$ cat src/rtl/ym3438_prescaler_gen_pkg.sv
// Shared constants and helpers for the YM3438 clock-phase prescaler.
// The divide-ratio clamp is kept here so every user rounds the same way.
package ym3438_pkg;

   localparam int unsigned MIN_DIV = 4;

   // Drop bit 0, then clamp into MIN_DIV..max_div (max_div is even).
   function automatic int unsigned prescaler_clamp_div(input int unsigned div,
                                                       input int unsigned max_div);
      int unsigned d;
      d = div & ~32'd1;
      if (d < MIN_DIV)
         d = MIN_DIV;
      else if (d > max_div)
         d = max_div & ~32'd1;
      return d;
   endfunction

endpackage

$ cat src/rtl/ym3438_prescaler_gen_tick_sr.sv
// Tick-enabled shift register with synchronous reset; q is the oldest stage.
// Serves as both the reset_fsm delay line and the decode output register.
module ym3438_tick_sr #(
   parameter int SR_LENGTH = 1,
   parameter int WIDTH     = 1
) (
   input  logic             clk,
   input  logic             rst,
   input  logic             en,
   input  logic [WIDTH-1:0] d,
   output logic [WIDTH-1:0] q
);

   logic [SR_LENGTH-1:0][WIDTH-1:0] stage;

   always_ff @(posedge clk) begin
      if (rst) begin
         stage <= '0;
      end else if (en) begin
         stage[0] <= d;
         for (int i = 1; i < SR_LENGTH; i++)
            stage[i] <= stage[i-1];
      end
   end

   assign q = stage[SR_LENGTH-1];

endmodule

$ cat src/rtl/ym3438_prescaler_gen.sv
// YM3438 phase generator: divides the PHI tick stream by an even ratio,
// emits non-overlapping c1/c2 enables and sequences the delayed reset_fsm.
module ym3438_prescaler_gen
   import ym3438_pkg::*;
#(
   parameter int MAX_DIV = 12,
   parameter int CNT_W   = $clog2(MAX_DIV),
   parameter int IC_WIN  = 12,
   parameter int RES_DLY = 4,
   parameter int DEF_DIV = 6
) (
   input  logic             MCLK,
   input  logic             IC,
   input  logic             tick,
   input  logic             ic_req,
   input  logic [CNT_W-1:0] div,
   output logic             c1,
   output logic             c2,
   output logic [CNT_W-1:0] phase,
   output logic             cycle_start,
   output logic             reset_fsm
);

   localparam int               IC_W     = $clog2(IC_WIN + 1);
   localparam logic [IC_W-1:0]  IC_WIN_C = IC_W'(IC_WIN);
   localparam logic [CNT_W-1:0] DEF_D    = CNT_W'(prescaler_clamp_div(DEF_DIV, MAX_DIV));

   logic [CNT_W-1:0] phase_q;
   logic [CNT_W-1:0] d_act;
   logic [CNT_W-1:0] div_clamped;
   logic [CNT_W-1:0] half;
   logic [IC_W-1:0]  ic_cnt;
   logic             win;
   logic             wrap;
   logic             c1_n;
   logic             c2_n;
   logic             cs_n;
   logic [2:0]       dec_q;

   assign div_clamped = CNT_W'(prescaler_clamp_div(32'(div), MAX_DIV));
   assign win         = ic_req && (ic_cnt < IC_WIN_C);
   assign wrap        = (phase_q == d_act - CNT_W'(1));
   assign half        = d_act >> 1;

   // Decode uses the ratio active for the phase being left, so a pending
   // div change cannot disturb the tail of the current cycle.
   assign c1_n = (phase_q == '0) || wrap;
   assign c2_n = (phase_q == half - CNT_W'(1)) || (phase_q == half);
   assign cs_n = (phase_q == '0);

   always_ff @(posedge MCLK) begin
      if (IC) begin
         phase_q <= '0;
         d_act   <= DEF_D;
         ic_cnt  <= '0;
      end else if (tick) begin
         // A restart window counts as a wrap: phase pinned to 0, ratio resampled.
         if (win || wrap) begin
            phase_q <= '0;
            d_act   <= div_clamped;
         end else begin
            phase_q <= phase_q + CNT_W'(1);
         end
         if (!ic_req)
            ic_cnt <= '0;
         else if (ic_cnt != IC_WIN_C)
            ic_cnt <= ic_cnt + IC_W'(1);
      end
   end

   ym3438_tick_sr #(.SR_LENGTH(1), .WIDTH(3)) u_dec_reg (
      .clk (MCLK),
      .rst (IC),
      .en  (tick),
      .d   ({c1_n, c2_n, cs_n}),
      .q   (dec_q)
   );

   ym3438_tick_sr #(.SR_LENGTH(RES_DLY), .WIDTH(1)) u_res_dly (
      .clk (MCLK),
      .rst (IC),
      .en  (tick),
      .d   (win),
      .q   (reset_fsm)
   );

   assign {c1, c2, cycle_start} = dec_q;
   assign phase = phase_q;

endmodule

$ cat config.mk
export PLATFORM = sky130hd
export DESIGN_NAME = ym3438_prescaler_gen
export DESIGN_NICKNAME = d
export VERILOG_FILES = /design/src/rtl/ym3438_prescaler_gen_pkg.sv /design/src/rtl/ym3438_prescaler_gen_tick_sr.sv /design/src/rtl/ym3438_prescaler_gen.sv
export SDC_FILE = /design/constraint.sdc
export NUM_CORES = 1
export LEC_CHECK = 0
export ABC_CLOCK_PERIOD_IN_PS = 4900
export CAP_MARGIN = 0
export CORE_MARGIN = 3
export CORE_UTILIZATION = 40
export DETAILED_ROUTE_END_ITERATION = 8
export SKIP_LAST_GASP = 1
export SYNTH_ARGS = -nofsm -noshare
export SYNTH_HDL_FRONTEND = slang
export SYNTH_HIERARCHICAL = 1
export SYNTH_SLANG_ARGS = --single-unit
export TNS_END_PERCENT = 100
$ cat constraint.sdc
create_clock -name MCLK -period 4.9 [get_ports MCLK]
set_input_delay 1.225 -clock MCLK [delete_from_list [all_inputs] [get_ports MCLK]]
set_output_delay 1.225 -clock MCLK [all_outputs]
set_load 0.01 [all_outputs]
After elaboration in Yosys (flattened, before gate mapping) --
Cells that the tools add are included.
Word-level totals: bits in registers 19, bits in latches 0, bits in writable memories 0, bits in read-only memories 0, input bits 8, word-level logic and storage cells 32, memories 0
Operators by class: $add $sub $neg 4, multipliers 0, div/mod/pow operators 0, magnitude comparators 3, equal/unequal tests 5, shifts and indexed selects 0, muxes and demuxes 5, bitwise gates (word level) 0, reductions and logical operators 7
Operators by type and width (count):
- 4-bit 2-to-1 mux | 5
- 4-bit by 1-bit adder with 4-bit output, second input constant | 2
- 4-bit == test | 2
- 4-bit by 3-bit == test with 1-bit output | 1
- 4-bit > comparator, second input constant | 1
- 4-bit logical NOT | 1
- 4-bit by 3-bit less-than comparator with 1-bit output, second input constant | 1
- 4-bit less-than comparator, second input constant | 1
- 4-bit inequality test, second input constant | 1
- 2-bit AND reduction | 2
- 3-bit by 1-bit subtractor with 4-bit output, second input constant | 1
- 4-bit by 1-bit subtractor with 4-bit output, second input constant | 1
- 1-bit logical OR | 3
- 2-bit by 1-bit inequality test with 1-bit output, second input constant | 1
- 1-bit logical AND | 1

Longest topological paths before layout --
Gate-level depths: netlist of run 1.
word-level depth 4, mapped depth 8, mapped depth without buffers 8

Cells and area by module --
Netlist of run 1, hierarchy kept.
Modules (own cells, without submodules):
- ym3438_prescaler_gen | times used 1, cells each 96, area each 813.3 um^2, seq. area each 220.2 um^2
- ym3438_tick_sr at u_res_dly | times used 1, cells each 13, area each 140.1 um^2, seq. area each 80.1 um^2
- ym3438_tick_sr at u_dec_reg | times used 1, cells each 9, area each 101.3 um^2, seq. area each 60.1 um^2

Worst setup path after synthesis of run 1 --
OpenSTA, ideal clock, no wires.
kind input-to-reg, start in tick, end reg phase_q[3], in the netlist phase[3], arrival time 1.959 ns, slack 2.872 ns, stages 4, buffers on the path 0, cells stage by stage nand2_1 > or3_1 > a211o_1 > o21ai_1
RTL lines:
- from (decl) | RTL line ym3438_prescaler_gen.sv:14 | input logic tick,
- to (signal assigned) | RTL line ym3438_prescaler_gen.sv:62 | phase_q <= phase_q + CNT_W'(1);
- to (decl) | RTL line ym3438_prescaler_gen.sv:28 | logic [CNT_W-1:0] phase_q;

Worst setup path after layout of run 1 --
start reg phase_q[0], in the netlist phase[0], end out phase[0]
RTL lines:
- to (decl) | RTL line ym3438_prescaler_gen.sv:19 | output logic [CNT_W-1:0] phase,
No word-level cell between the ends.

==> results by group, run 1 <==
Outcome
  – Status: finished clean

GRT
  – Global Route Usage Sum: 0.122
  – Total gr overflow: 0
  – Initial antenna violation count: 0
  – First-pass GRT wire length: 3230 µm
  – Vias in the first global route: 783
  – Largest net degree at the start of global routing: 21

STA
  – Final Hold Viols: 0
  – Fin. max-slew vios: 0
  – Worst Skew: approximately 0.0053 ns
  – Final Setup Violations: 0
  – Max Freq: 372 MHz
  – Tmin final: 2.69 ns
  – Hold_ws: ~0.50 ns
  – Worst-Margin Slew: 0.637 ns
  – Max-Slew Margin vs Limit: 0.574
  – RSZ-0062 raised after global routing: false
  – Fin Setup TNS: 0 ns
  – Final worst path period share: 0.548

Pwr
  – Max rail drop VDD: 0.148 mV
  – Total power: 311 µW
  – Leakage Power: 0.000514 µW
  – Cell Pwr Density: about 250 nW/µm²

Worst setup path
  – Slowest cell delay on critical path: 0.61 ns
  – Critical Path Start Type: flop
  – Worst Path Arrival: 1.46 ns
  – CP Class: reg -> out
  – R2R Path Start: d_act[1]
  – CP max FO: 11
  – CP Capture Type: output pin
  – CP top delay family: buffers and inverters
  – Reg2reg end: u_dec_reg/q[2]
  – Flop2flop setup slack: 3.05 ns
  – Worst Reg2Reg Path Length in Cells: 7
  – Crit-path cells: clkdlybuf4s50_1
  – WP buf/inv: 1
  – WP data required: 3.67 ns
  – Worst path slowest cell: clkdlybuf4s50_1

Synth
  – Count leader, synth: dfxtp_1
  – Share of flip-flops with an asynchronous set or reset: 0
  – Avg Inst Size Synth: roughly 8.9 µm²
  – Largest cells by area after synthesis: dfxtp_1, mux2i_1, ha_1
  – Distinct cells, synth: 35
  – Post-Syn Instances: about 120
  – Post-synth EDFFs: 0
  – Synth area leader: dfxtp_1
  – Syn. warnings: 6
  – Seq cells post-synth: 18
  – Synth Cell Area: 1050 µm²
  – Top cells by count, synth: dfxtp_1, nor2_1, nand2_1, mux2i_1, inv_1
  – Post-synth top flop: dfxtp_1
  – Post-Syn Nets: 131
  – Top-area cell type share of the netlist area: 0.342
  – Register area share after synthesis: 0.342

Finish
  – Diodes inserted: 0
  – Fin nets: 144
  – Fraction of layout cells with a size suffix above 1: 0.0923
  – Filler Cell Count: 231
  – Layout area overhead: 17.2%

Place
  – Detailed placer's ending HPWL: 1420 µm
  – GPL Wtd Cong: 0.748
  – IO Port Bufs: 14

Worst hold path
  – WHS Path Cells: 2
  – Worst hold endpoint: ic_cnt[1]
  – Hold Crit Start: ic_cnt[1]
  – Worst hold path class: reg -> reg

Clock tree
  – Worst skew pair latency: 0.29 ns
  – H-tree depth: 1
  – CTS Sinks: 18
  – Post-CTS Setup Bufs: 0
  – CTS tree: built
  – Worst-path clk slew: around 0.1 ns
  – Post_cts resized: 0
  – Cts bufs inserted: 3
  – # hold bufs at CTS: 0
  – Root buffer cell: clkbuf_4
  – Bufs on Longest Clock Path: 2

Routing
  – Via-to-Cell Ratio: 5.26
  – DR iter-0 viols: 16
  – Final ANT Viol Nets: 0
  – Routed WL: approximately 1900 µm
  – Met2 wire length: around 890 µm
  – DRC: 0
  – Metal1 wirelength: 881 µm
  – Met3 wire len: around 76 µm
  – Via Count: 831
  – Wirelength per Cell: 11.9 µm
  – Router iterations before antenna repair: 4
  – Max layer used: met4

Floorplanning
  – Initial Utilization: 0.447
  – IO Count: 16
  – Core Area: around 2400 µm²
  – Placement Rows: 17
  – DIE WIDTH: 57.4 µm
  – Die ar.: around 3300 µm²
  – Die H: 57.4 µm

Run
  – Max Cap Viol: 0
-- where the power goes --
part | internal (µW) | switching, µW
clock | 45.3 | 45.8
sequential | 153 | 8.03
combinational | 31.1 | 28.1
total | 229 | 81.9
-- cells in the final DEF (no fill, tap or decap) --
cell	count
buf_4	1
and4_2	1
o31ai_1	1
or3_1	1
nor2_1	14
and3_1	1
nand2b_1	2
a211o_1	2
nor3_1	2
o21ai_0	1
xor3_2	1
a21oi_2	1
clkbuf_4	3
o21ai_1	1
nand3_1	2
xor2_1	6
or2_2	1
clkdlybuf4s50_1	14
clkbuf_8	1
nor3_2	1
nor4_4	1
nor3b_1	2
a21o_1	2
nand2_1	12
xnor2_1	4
xor3_1	1
a2111oi_0	1
ha_1	5
inv_1	7
a31o_2	1
dfxtp_1	18
a21oi_1	5
mux2i_1	10
nand4_1	3
nor4_1	1
-- per-stage QoR --
stage | setup slack [ns] | util | instance area [µm²] | cells
4_1_cts | 2.20 | 0.524 | 1240 | 158
3_3_place_gp | 2.04 | 0.508 | 1200 | 154
3_5_place_dp | 2.03 | 0.508 | 1200 | 154
5_1_grt | 2.15 | 0.524 | 1240 | 158
2_1_floorplan | 2.87 | - | 1050 | 118
6_report | 2.21 | 0.524 | 1240 | 158
-- kinds of logic (layout without fill, tap and decap cells) --
| family | count (synthesis) | after routing | share of synthesized area |
|---|---|---|---|
| adders and majority gates | 5 | 5 | 0.0593 |
| DFF | 18 | 18 | 0.342 |
| AOI/OAI and AO/OA | 15 | 15 | 0.0961 |
| muxes | 10 | 10 | 0.0949 |
| buffers and inverters | 14 | 26 | 0.0605 |
| xor gates and xnor gates | 12 | 12 | 0.129 |
| and+or+nand+nor | 44 | 44 | 0.218 |
-- state kept, by name (all words and copies together), names as in the netlist --
name	cells
ic_cnt	4
phase	4
d_act	3
u_dec_reg/q	3
u_res_dly/stage	3
u_res_dly/q	1
-- how the worst max path moves through the flow --
stage          slack, ns  endpoint      from  cells past startpoint
3_5_place_dp        2.03  phase[3]      tick                      6
3_3_place_gp        2.04  phase[3]      tick                      6
5_1_grt             2.15  phase[0]  phase[0]                      1
2_1_floorplan       2.87  phase[3]      tick                      4
6_report            2.21  phase[0]  phase[0]                      1
4_1_cts             2.20  phase[0]  phase[0]                      1
-- final cells by class --
class / instances / area, µm² / share of cell area
repair buffers: 15 / 148 / 0.119
inverters: 7 / 26.3 / 0.0213
flip-flops and latches: 18 / 360 / 0.291
clock buffers: 4 / 36.3 / 0.0294
well taps: 28 / 35.0 / 0.0283
multi-input cells: 86 / 631 / 0.510
-- per-layer routing --
metal | vias up | track usage
met1 | 387 | 0.148
met2 | 15 | 0.203
met4 | 0 | 0.0662
met3 | 4 | 0.0204
li1 | 425 | -
met5 | - | 0
Power figures use the tool's default switching activity.
==> inputs of run 2 (changes only) <==
Settings changed: ABC_CLOCK_PERIOD_IN_PS 4900 to 2700.
Clock period 4.9 ns to 2.7 ns, I/O delays scaled along.
==> run 2 against run 1 <==
Compared with the run above:
- core utilization increased by 0.053 points
- count of clock-buffer cells in the layout shrank 1
- register-to-register slack lost 2.2 ns
- non-clock buffer count increased by 2
- combinational power rose by 87%
- via count rose by 0.24%
- final cell count increased by 0.63%
- clock skew decreased by 0.0030 ns
- clock power increased by 42%
- die area unchanged
- routed wire length increased by 4.1%
- sequential power grew 81%
- critical endpoint unchanged
- largest cell class unchanged
==> results by group, run 2 (same netlist as run 1, synthesis figures left out) <==
Outcome
  – Status: finished clean (unchanged)

Finish
  – Filler Cell Count: 235 (was 231)
  – Fraction of layout cells with a size suffix above 1: 0.0992 (was 0.0923)
  – Commonest non-fill, non-tap cells in the layout: dfxtp_1, nor2_1, clkdlybuf4s50_1, nand2_1, mux2i_1 (unchanged)
  – Commonest non-fill, non-tap cell in the layout: dfxtp_1 (unchanged)
  – Diodes inserted: 0 (unchanged)
  – Layout area overhead: 17.3% (was 17.2%)
  – Fin nets: 146 (was 144)

Floorplanning
  – Die ar.: 3290 µm² (unchanged)
  – IO Count: 16 (unchanged)
  – Initial Utilization: 0.447 (unchanged)
  – DIE WIDTH: 57.4 µm (unchanged)
  – Die H: 57.4 µm (unchanged)
  – Core Area: 2360 µm² (unchanged)
  – Placement Rows: 17 (unchanged)

GRT
  – First-pass GRT wire length: 3540 µm (was 3230 µm)
  – Global Route Usage Sum: 0.135 (was 0.122)
  – Largest net degree at the start of global routing: 18 (was 21)
  – Initial antenna violation count: 0 (unchanged)
  – Total gr overflow: 0 (unchanged)
  – Vias in the first global route: 845 (was 783)

Routing
  – Final ANT Viol Nets: 0 (unchanged)
  – Wirelength per Cell: 12.3 µm (was 11.9 µm)
  – Via-to-Cell Ratio: 5.24 (was 5.26)
  – Router iterations before antenna repair: 4 (unchanged)
  – Via Count: 833 (was 831)
  – Routed WL: 1950 µm (was 1880 µm)
  – DR iter-0 viols: 10 (was 16)
  – DRC: 0 (unchanged)

Worst setup path
  – WP buf/inv: 1 (unchanged)
  – CP Capture Type: output pin (unchanged)
  – Worst path slowest cell: clkdlybuf4s50_1 (unchanged)
  – Slowest cell delay on critical path: 0.62 ns (was 0.61 ns)
  – CP max FO: 11 (unchanged)
  – WP data required: 2.03 ns (was 3.67 ns)
  – Crit-path cells: clkdlybuf4s50_1 (unchanged)
  – Worst Path Arrival: 1.46 ns (about the same)
  – CP top delay family: buffers and inverters (unchanged)
  – Critical Path Start Type: flop (unchanged)
  – CP Class: reg -> out (unchanged)

Place
  – Detailed placer's ending HPWL: 1480 µm (was 1420 µm)
  – IO Port Bufs: 14 (unchanged)
  – GPL Wtd Cong: 0.711 (was 0.748)
  – Dpl ws: 0.634 ns (was 2.03 ns)

STA
  – Final Hold Viols: 0 (unchanged)
  – Tmin final: around 2.1 ns
  – Max-Slew Margin vs Limit: 0.732 (was 0.574)
  – Worst-Margin Slew: 0.392 ns (was 0.637 ns)
  – RSZ-0062 raised after global routing: false (unchanged)
  – Max Freq: 469 MHz
  – Final Setup Violations: 0 (unchanged)
  – Hold_ws: 0.499 ns (was 0.501 ns)
  – Worst Skew: 0.00224 ns (was 0.00527 ns)
  – Fin. max-slew vios: 0 (unchanged)
  – Final worst slack: 0.566 ns (was 2.21 ns)
  – Final worst path period share: 0.791
  – Fin Setup TNS: 0 ns (unchanged)

Pwr
  – Leakage Power: 0.000516 µW (was 0.000514 µW)
  – Logic pwr share: 0.208 (was 0.190)
  – Max rail drop VDD: 0.374 mV (was 0.148 mV)
  – P_int: 388 µW (was 229 µW)
  – Flop pwr share: 0.549 (was 0.517)
  – Cell Pwr Density: 430 nW/µm² (was 252 nW/µm²)
  – Sw frac: 0.271 (was 0.263)
  – Clk pwr share: 0.243 (was 0.293)
  – Sw power: 144 µW (was 81.9 µW)

Clock tree
  – Post_cts resized: 0 (unchanged)
  – Worst-path clk slew: 0.10 ns (about the same)
  – CTS Sinks: 18 (unchanged)
  – H-tree depth: 1 (unchanged)
  – Post-CTS Setup Bufs: 0 (unchanged)
  – CTS tree: built (unchanged)
  – # hold bufs at CTS: 0 (unchanged)
  – Bufs on Longest Clock Path: 2 (unchanged)
  – Cts bufs inserted: 3 (unchanged)
  – Root buffer cell: clkbuf_4 (unchanged)
  – Worst skew pair latency: 0.29 ns (about the same)

Run
  – Max Cap Viol: 0 (unchanged)

Worst hold path
  – Worst hold path class: reg -> reg (unchanged)
[run 2: cell types whose count changed in the layout (fill, tap and decap cells not counted), sizes merged]
cell    previous run  this run
buf                1         3
clkbuf             4         3
[run 2: final timing paths]
path	start	end	slack, ns	cells after the start
setup reg to reg	d_act[1]	u_dec_reg/q[2]	0.86	7
hold / removal	ic_cnt[1]	ic_cnt[1]	0.50	2
hold reg to reg	ic_cnt[1]	ic_cnt[1]	0.50	2
setup / recovery	phase[0]	phase[0]	0.57	1
[run 2: cell type report]
| type | instances | area [µm²] | area share |
|---|---|---|---|
| Tap cell | 28 | 35.0 | 0.0283 |
| Sequential cell | 18 | 360 | 0.291 |
| Clock buffer | 3 | 22.5 | 0.0182 |
| Multi-Input combinational cell | 86 | 631 | 0.510 |
| Inverter | 7 | 26.3 | 0.0212 |
| Timing Repair Buffer | 17 | 163 | 0.131 |
[run 2: power groups by stage]
stage | combinational (µW) | clock (µW) | sequential [µW]
after CTS | 112 | 137 | 293
after floorplan | 73.1 | 0 | 295
after detailed placement | 111 | 0 | 299
final | 111 | 129 | 292
after global placement | 109 | 0 | 298
after global routing | 124 | 148 | 295
[run 2: through the flow]
| stage | util | cell area (µm²) | std cells | power (µW) |
|---|---|---|---|---|
| final | 0.524 | 1240 | 159 | 532 |
| after global routing | 0.524 | 1240 | 159 | 568 |
| after CTS | 0.524 | 1240 | 159 | 542 |
| after detailed placement | 0.515 | 1210 | 156 | 410 |
| after global placement | 0.515 | 1210 | 156 | 407 |
| after floorplan | - | 1050 | 118 | 368 |
[run 2: metal layers]
metal	global-route usage	routed length (µm)	share of wire	up-vias
li1	-	-	-	436
met1	0.156	929	0.48	376
met2	0.240	911	0.47	19
met3	0.0430	97	0.050	2
met4	0.0298	15	0.0077	0
met5	0	0	0	-
